===== src/rtl/lsu_ctrl_pkg.sv =====
// Shared definitions for the load/store unit: FSM state encoding, func3
// access-size codes and the func3 legality helper.
package lsu_ctrl_pkg;

  typedef enum logic [1:0] {
    LSU_IDLE = 2'd0,
    LSU_REQ  = 2'd1,
    LSU_RESP = 2'd2,
    LSU_DONE = 2'd3
  } lsu_state_t;

  localparam logic [2:0] LSU_B  = 3'b000;
  localparam logic [2:0] LSU_H  = 3'b001;
  localparam logic [2:0] LSU_W  = 3'b010;
  localparam logic [2:0] LSU_BU = 3'b100;
  localparam logic [2:0] LSU_HU = 3'b101;

  // Stores only have signed-size encodings; unsigned codes make no sense
  // for a write and the remaining codes are unassigned.
  function automatic logic func3_illegal(input logic [2:0] f3, input logic is_store);
    logic bad;
    bad = 1'b1;
    case (f3)
      LSU_B, LSU_H, LSU_W: bad = 1'b0;
      LSU_BU, LSU_HU:      bad = is_store;
      default:             bad = 1'b1;
    endcase
    return bad;
  endfunction

endpackage


===== src/rtl/lsu_ctrl_align.sv =====
// Byte-lane steering for the word-wide data bus: store strobes and lane
// replication, load extraction with sign/zero extension, misalign detect.
module lsu_ctrl_align
  import lsu_ctrl_pkg::*;
(
  input  logic [2:0]  func3,
  input  logic [1:0]  addr_lo,
  input  logic [31:0] wdata,
  input  logic [31:0] resp_rdata,
  output logic [3:0]  wstrb,
  output logic [31:0] lane_wdata,
  output logic [31:0] load_data,
  output logic        misalign
);

  logic [31:0] shifted;

  // Pure lane mapping; narrow store data is replicated so every lane the
  // strobe may select already holds the right bytes.
  always_comb begin
    shifted    = resp_rdata >> {addr_lo, 3'b000};
    wstrb      = 4'b0000;
    lane_wdata = wdata;
    load_data  = resp_rdata;
    misalign   = 1'b0;
    case (func3)
      LSU_B: begin
        wstrb      = 4'b0001 << addr_lo;
        lane_wdata = {4{wdata[7:0]}};
        load_data  = {{24{shifted[7]}}, shifted[7:0]};
      end
      LSU_BU: begin
        wstrb      = 4'b0001 << addr_lo;
        lane_wdata = {4{wdata[7:0]}};
        load_data  = {24'h0, shifted[7:0]};
      end
      LSU_H: begin
        misalign   = addr_lo[0];
        wstrb      = 4'b0011 << addr_lo;
        lane_wdata = {2{wdata[15:0]}};
        load_data  = {{16{shifted[15]}}, shifted[15:0]};
      end
      LSU_HU: begin
        misalign   = addr_lo[0];
        wstrb      = 4'b0011 << addr_lo;
        lane_wdata = {2{wdata[15:0]}};
        load_data  = {16'h0, shifted[15:0]};
      end
      LSU_W: begin
        misalign   = |addr_lo;
        wstrb      = 4'b1111;
        lane_wdata = wdata;
        load_data  = resp_rdata;
      end
      default: begin
        wstrb = 4'b0000;
      end
    endcase
  end

endmodule


===== src/rtl/lsu_ctrl.sv =====
// Load/store unit controller: accepts one-cycle load/store pulses from
// decode, runs a single valid/ready transaction on the data bus and returns
// finish/rvalid/error pulses with the aligned and extended load result.
module lsu_ctrl
  import lsu_ctrl_pkg::*;
#(
  parameter int ADDR_W  = 32,
  parameter int TIMEOUT = 255
) (
  input  logic              clk,
  input  logic              rst,
  input  logic              mem_read,
  input  logic              mem_write,
  input  logic [2:0]        func3,
  input  logic [ADDR_W-1:0] addr,
  input  logic [31:0]       wdata,
  output logic              mem_rvalid,
  output logic              mem_finish,
  output logic [31:0]       rdata,
  output logic              lsu_err,
  output logic              busy,
  output logic              bus_req_valid,
  input  logic              bus_req_ready,
  output logic              bus_req_we,
  output logic [ADDR_W-1:0] bus_req_addr,
  output logic [31:0]       bus_req_wdata,
  output logic [3:0]        bus_req_wstrb,
  input  logic              bus_resp_valid,
  input  logic [31:0]       bus_resp_rdata,
  output logic              bus_resp_ready
);

  localparam int CNT_W = $clog2(TIMEOUT + 1);
  localparam logic [CNT_W-1:0] CNT_LAST = CNT_W'(TIMEOUT - 1);

  lsu_state_t        state;
  lsu_state_t        next_state;
  logic [2:0]        func3_q;
  logic [ADDR_W-1:0] addr_q;
  logic [31:0]       wdata_q;
  logic              store_q;
  logic              dual_q;
  logic              err_q;
  logic [CNT_W-1:0]  wait_cnt;

  logic        go;
  logic        illegal;
  logic        timed_out;
  logic        fail_now;
  logic [3:0]  al_wstrb;
  logic [31:0] al_wdata;
  logic [31:0] al_load;
  logic        al_misalign;

  lsu_ctrl_align u_align (
    .func3      (func3_q),
    .addr_lo    (addr_q[1:0]),
    .wdata      (wdata_q),
    .resp_rdata (bus_resp_rdata),
    .wstrb      (al_wstrb),
    .lane_wdata (al_wdata),
    .load_data  (al_load),
    .misalign   (al_misalign)
  );

  assign go        = mem_read | mem_write;
  assign illegal   = dual_q | al_misalign | func3_illegal(func3_q, store_q);
  assign timed_out = (wait_cnt == CNT_LAST);

  // State register; reset abandons any transaction in flight.
  always_ff @(posedge clk or negedge rst) begin
    if (!rst) state <= LSU_IDLE;
    else      state <= next_state;
  end

  // Next state; legality is judged on the captured request during the first
  // REQ cycle, so an illegal access leaves REQ without ever raising valid.
  always_comb begin
    next_state = state;
    fail_now   = 1'b0;
    case (state)
      LSU_IDLE: if (go) next_state = LSU_REQ;
      LSU_REQ: begin
        if (illegal) begin
          next_state = LSU_DONE;
          fail_now   = 1'b1;
        end else if (bus_req_ready) begin
          next_state = LSU_RESP;
        end else if (timed_out) begin
          next_state = LSU_DONE;
          fail_now   = 1'b1;
        end
      end
      LSU_RESP: begin
        if (bus_resp_valid) begin
          next_state = LSU_DONE;
        end else if (timed_out) begin
          next_state = LSU_DONE;
          fail_now   = 1'b1;
        end
      end
      LSU_DONE: next_state = LSU_IDLE;
      default:  next_state = LSU_IDLE;
    endcase
  end

  // Outputs are a pure function of state; bus fields read zero when idle.
  always_comb begin
    bus_req_valid  = (state == LSU_REQ) && !illegal;
    bus_req_we     = bus_req_valid && store_q;
    bus_req_addr   = bus_req_valid ? {addr_q[ADDR_W-1:2], 2'b00} : '0;
    bus_req_wdata  = bus_req_we ? al_wdata : 32'h0;
    bus_req_wstrb  = bus_req_we ? al_wstrb : 4'h0;
    bus_resp_ready = (state == LSU_RESP);
    busy           = (state != LSU_IDLE);
    mem_finish     = (state == LSU_DONE);
    mem_rvalid     = (state == LSU_DONE) && !store_q && !err_q;
    lsu_err        = (state == LSU_DONE) && err_q;
  end

  // Capture the request only when idle; pulses during an access are dropped.
  always_ff @(posedge clk or negedge rst) begin
    if (!rst) begin
      func3_q <= 3'b000;
      addr_q  <= '0;
      wdata_q <= 32'h0;
      store_q <= 1'b0;
      dual_q  <= 1'b0;
    end else if (state == LSU_IDLE && go) begin
      func3_q <= func3;
      addr_q  <= addr;
      wdata_q <= wdata;
      store_q <= mem_write;
      dual_q  <= mem_read & mem_write;
    end
  end

  // Wait counter measures time spent in one bus phase and restarts per phase.
  always_ff @(posedge clk or negedge rst) begin
    if (!rst)
      wait_cnt <= '0;
    else if (next_state != state || (state != LSU_REQ && state != LSU_RESP))
      wait_cnt <= '0;
    else
      wait_cnt <= wait_cnt + 1'b1;
  end

  // Error flag is cleared per access and set by any abort path.
  always_ff @(posedge clk or negedge rst) begin
    if (!rst)                           err_q <= 1'b0;
    else if (state == LSU_IDLE && go)   err_q <= 1'b0;
    else if (fail_now)                  err_q <= 1'b1;
  end

  // Load result is held between accesses and zeroed whenever an access fails.
  always_ff @(posedge clk or negedge rst) begin
    if (!rst)
      rdata <= 32'h0;
    else if (fail_now)
      rdata <= 32'h0;
    else if (state == LSU_RESP && bus_resp_valid && !store_q)
      rdata <= al_load;
  end

endmodule


===== config.mk =====
export PLATFORM = sky130hd
export DESIGN_NAME = lsu_ctrl
export DESIGN_NICKNAME = d
export VERILOG_FILES = /design/src/rtl/lsu_ctrl_pkg.sv /design/src/rtl/lsu_ctrl_align.sv /design/src/rtl/lsu_ctrl.sv
export SDC_FILE = /design/constraint.sdc
export NUM_CORES = 1
export LEC_CHECK = 0
export CAP_MARGIN = 10
export CORE_UTILIZATION = 40
export CTS_CLUSTER_DIAMETER = 100
export DETAILED_ROUTE_END_ITERATION = 8
export GPL_ROUTABILITY_DRIVEN = 1
export PLACE_DENSITY_LB_ADDON = 0.1
export SETUP_SLACK_MARGIN = 0.3
export SLEW_MARGIN = 40
export SYNTH_ARGS = -nofsm -noshare
export SYNTH_HDL_FRONTEND = slang
export SYNTH_SLANG_ARGS = --single-unit

===== constraint.sdc =====
create_clock -name clk -period 2.9 [get_ports clk]
set_input_delay 0.435 -clock clk [delete_from_list [all_inputs] [get_ports clk]]
set_output_delay 0.435 -clock clk [all_outputs]
set_load 0.02 [all_outputs]

==> summary.md <==
| Metric | Value |
|---|---|
| Outcome | `completed` |
| Initial Util | `0.411` |
| Area growth, synth to finish | `40.8%` |
| YS warnings | `0` |
| Die Height | `124 um` |
| H-tree depth | `3` |
| Syn Inst Count | `594` |
| Pin count of the biggest net entering global routing | `60` |
| Detail Placement HPWL | `12600 um` |
| Worst Setup EP | `bus_req_wdata[26]` |
| RSZ-0062 raised after global routing | `true` |
| Avg Inst Size Synth | `10.1 um2` |
| Data arrival time of the worst path | `2.10 ns` |
| Cell area power density | `1040 nW/um2` |
| Final net count | `900` |
| Slowest-stage cell, CP | `dfrtp_1` |
| Setup crit start kind | `register` |
| Worst reg-to-reg path cell count | `6` |
| Grt total ovfl | `0` |
| Min-delay worst type | `in2async` |
| DRT Wirelength | `17700 um` |
| Core Area | `14600 um2` |
| Slew Viols, Final | `0` |
| Initial antenna violation count | `1` |
| CTS sink cnt | `112` |
| Pwr Total | `8.78 mW` |
| Post-route insts no fill | `978` |
| TritonCTS clock tree | `built` |
| EDFF count, synth | `0` |
| Crit path cell chain | `nor2b_2, o22ai_2, and3_4, nand2_1, buf_6, nor2_1, dlygate4sd2_1` |
| Vias | `5220` |
| Setup crit start | `func3_q[2]$_DFFE_PN0P_` |
| Die W | `124 um` |
| Ys flop type | `dfrtp_1` |
| Detailed Route Iter0 Violations | `302` |
| Peak VDD IR | `0.438 mV` |
| Skew final | `0.00704 ns` |
| Root Driver | `clkbuf_16` |
| WP data required | `2.47 ns` |
| Leak pwr | `3.75 nW` |
| First drt pass iteration count | `4` |
| GP Congestion | `0.875` |
| I/O pin count | `212` |
| Routed length per instance | `18.1 um` |
| Yosys cell types | `52` |
| Worst skew pair latency | `0.35 ns` |
| Clock Pin Slew Worst Setup and Hold Paths | `0.08 ns` |
| RR Startpoint | `state[0]$_DFF_PN0_` |
| Gr usage total | `0.232` |
| # fillers | `1274` |
| FP Rows | `44` |
| Port Buf Inserts | `209` |
| Layout cells sized above 1 | `0.203` |
| Part of the Yosys area used for sequential elements | `0.467` |
| Hold Vio Cnt, Final | `0` |
| Critical Path Sink Type | `output pin` |
| Residual DRC count | `0` |
| Synth async-reset ratio | `1.00` |
| CP Depth | `7` |
| Die Area | `15500 um2` |
| Cell Area, Synth | `6000 um2` |
| Cell Area, Placed | `8300 um2` |
| Max incr delay on CP | `0.46 ns` |
| Worst-Margin Slew | `0.748 ns` |
| CP Buf/Inv Count | `2` |
| FMAX | `395 MHz` |
| Max cap viols | `0` |
| Vias in the first global route | `5373` |
| Most common cell after layout, fill and taps aside | `clkdlybuf4s50_1` |
| Placed Cells | `960` |
| Vias per cell | `5.34` |
| Hold buffer count at CTS | `0` |
| Total CTS buffers | `9` |
| Minimum clock period | `2.53 ns` |
| Slew headroom | `0.500` |
| Post-route antenna net violation count | `0` |
| Tightest hold margin | `0.0523 ns` |
| Crit share post-route | `0.873` |
| Critical path class | `reg2out` |
| Final instance area | `8450 um2` |
| Most frequent cells in the layout | `clkdlybuf4s50_1 (140), dfrtp_1 (110), mux2_2 (74)` |
| Total negative setup slack | `0 ns` |
| Max FO, Critical Path | `29` |
| Worst r2r dst | `rdata[28]$_DFFE_PN0P_` |
| Clock buffer depth | `2` |
| Largest delay share family, worst path | `simple AND/OR/NAND/NOR gates` |
| R2r setup slk | `0.43 ns` |
| First-pass GRT wire length | `28700 um` |
| FF+latch count, synth | `112` |
| Finish-stage setup viols | `0` |
-- cell type report --
cell class,count,area (um2),area share
inverter,8,30.0,0.00355
sequential,112,2810,0.332
multi-input combinational,428,3010,0.356
timing repair buffer,229,2070,0.244
clock inverter,4,51.3,0.00607
tap,184,230,0.0272
antenna,1,2.50,0.000296
clock buffer,12,256,0.0304
-- worst reg2reg max path: stages (launching register included) --
cell and delay, ns:
dfrtp_1 0.44, inv_1 0.22, ha_1 0.36, nand2_1 0.17, or2_2 0.47, a211o_2 0.50, a31oi_1 0.22
-- what timing repair did --
| action | 4_1_cts | 5_1_grt |
|---|---|---|
| setup buffers | 1 | 0 |
| gates resized for setup | 78 | 67 |
| pin swaps | 0 | 0 |
| endpoints found under the setup margin | 68 | 77 |
-- power breakdown --
part | internal, mW | switching (mW) | leakage [nW]
registers | 2.29 | 0.489 | 1.38
clock network | 0.721 | 0.590 | 0.149
logic | 2.13 | 2.56 | 2.23
-- per-stage QoR --
stage	setup WS, ns	utilization
6_report	0.370	0.579
5_1_grt	0.281	0.579
4_1_cts	0.314	0.586
3_5_place_dp	0.278	0.569
3_3_place_gp	0.368	0.569
2_1_floorplan	0.666	-
-- routing by layer --
metal | vias to the layer above | share of wire | GRT usage
li1 | 2492 | - | -
met5 | - | 0 | 0
met4 | 0 | 0.014 | 0.0751
met3 | 17 | 0.064 | 0.0537
met1 | 2541 | 0.45 | 0.314
met2 | 170 | 0.47 | 0.365
-- state kept, by name, indices dropped and copies added (netlist names) --
register,flops
addr_q,32
dual_q,1
err_q,1
func3_q,3
rdata,32
state,2
store_q,1
wait_cnt,8
wdata_q,32
-- synthesized netlist by cell type, drive strengths merged, types with 2 or more instances --
master | n | area share
o21ai | 27 | 0.023
o211ai | 7 | 0.0088
a21oi | 29 | 0.024
nor3 | 9 | 0.0075
o21a | 4 | 0.0050
and2 | 31 | 0.032
ha | 7 | 0.015
nand3 | 23 | 0.019
a221oi | 7 | 0.010
xnor2 | 2 | 0.0029
and4 | 2 | 0.0038
xor2 | 4 | 0.0058
or3 | 3 | 0.0031
a22oi | 7 | 0.0088
mux2i | 25 | 0.042
and3 | 9 | 0.0094
nor2 | 50 | 0.032
nor2b | 10 | 0.010
a31oi | 19 | 0.020
nor4 | 8 | 0.0083
inv | 8 | 0.0050
dfrtp | 112 | 0.47
and2b | 2 | 0.0025
clkbuf | 31 | 0.019
nand2 | 48 | 0.030
buf | 16 | 0.015
mux2 | 74 | 0.14
-- worst min-delay path by stage --
stage,from,end,slack [ns]
floorplan,rst,addr_q[0]$_DFFE_PN0P_,0.14
finish,rst,wait_cnt[5]$_DFF_PN0_,0.05
CTS,rst,wait_cnt[2]$_DFF_PN0_,0.19
global placement,addr_q[20]$_DFFE_PN0P_,addr_q[20]$_DFFE_PN0P_,0.48
global route,rst,wait_cnt[5]$_DFF_PN0_,0.1
detailed placement,addr_q[9]$_DFFE_PN0P_,addr_q[9]$_DFFE_PN0P_,0.49
-- logic make-up (layout without fill, tap and decap cells) --
group           after synthesis  in the layout  share of synthesized area
simple gates                202            202                      0.168
flops                       112            112                      0.467
compound gates              111            111                      0.118
mux                         100            100                      0.184
buf+inv                      55            253                     0.0392
fa+ha+maj                     7              7                     0.0146
xor+xnor                      6              6                    0.00876
other cells                   1              3                   0.000625
Power figures use the tool's default switching activity.
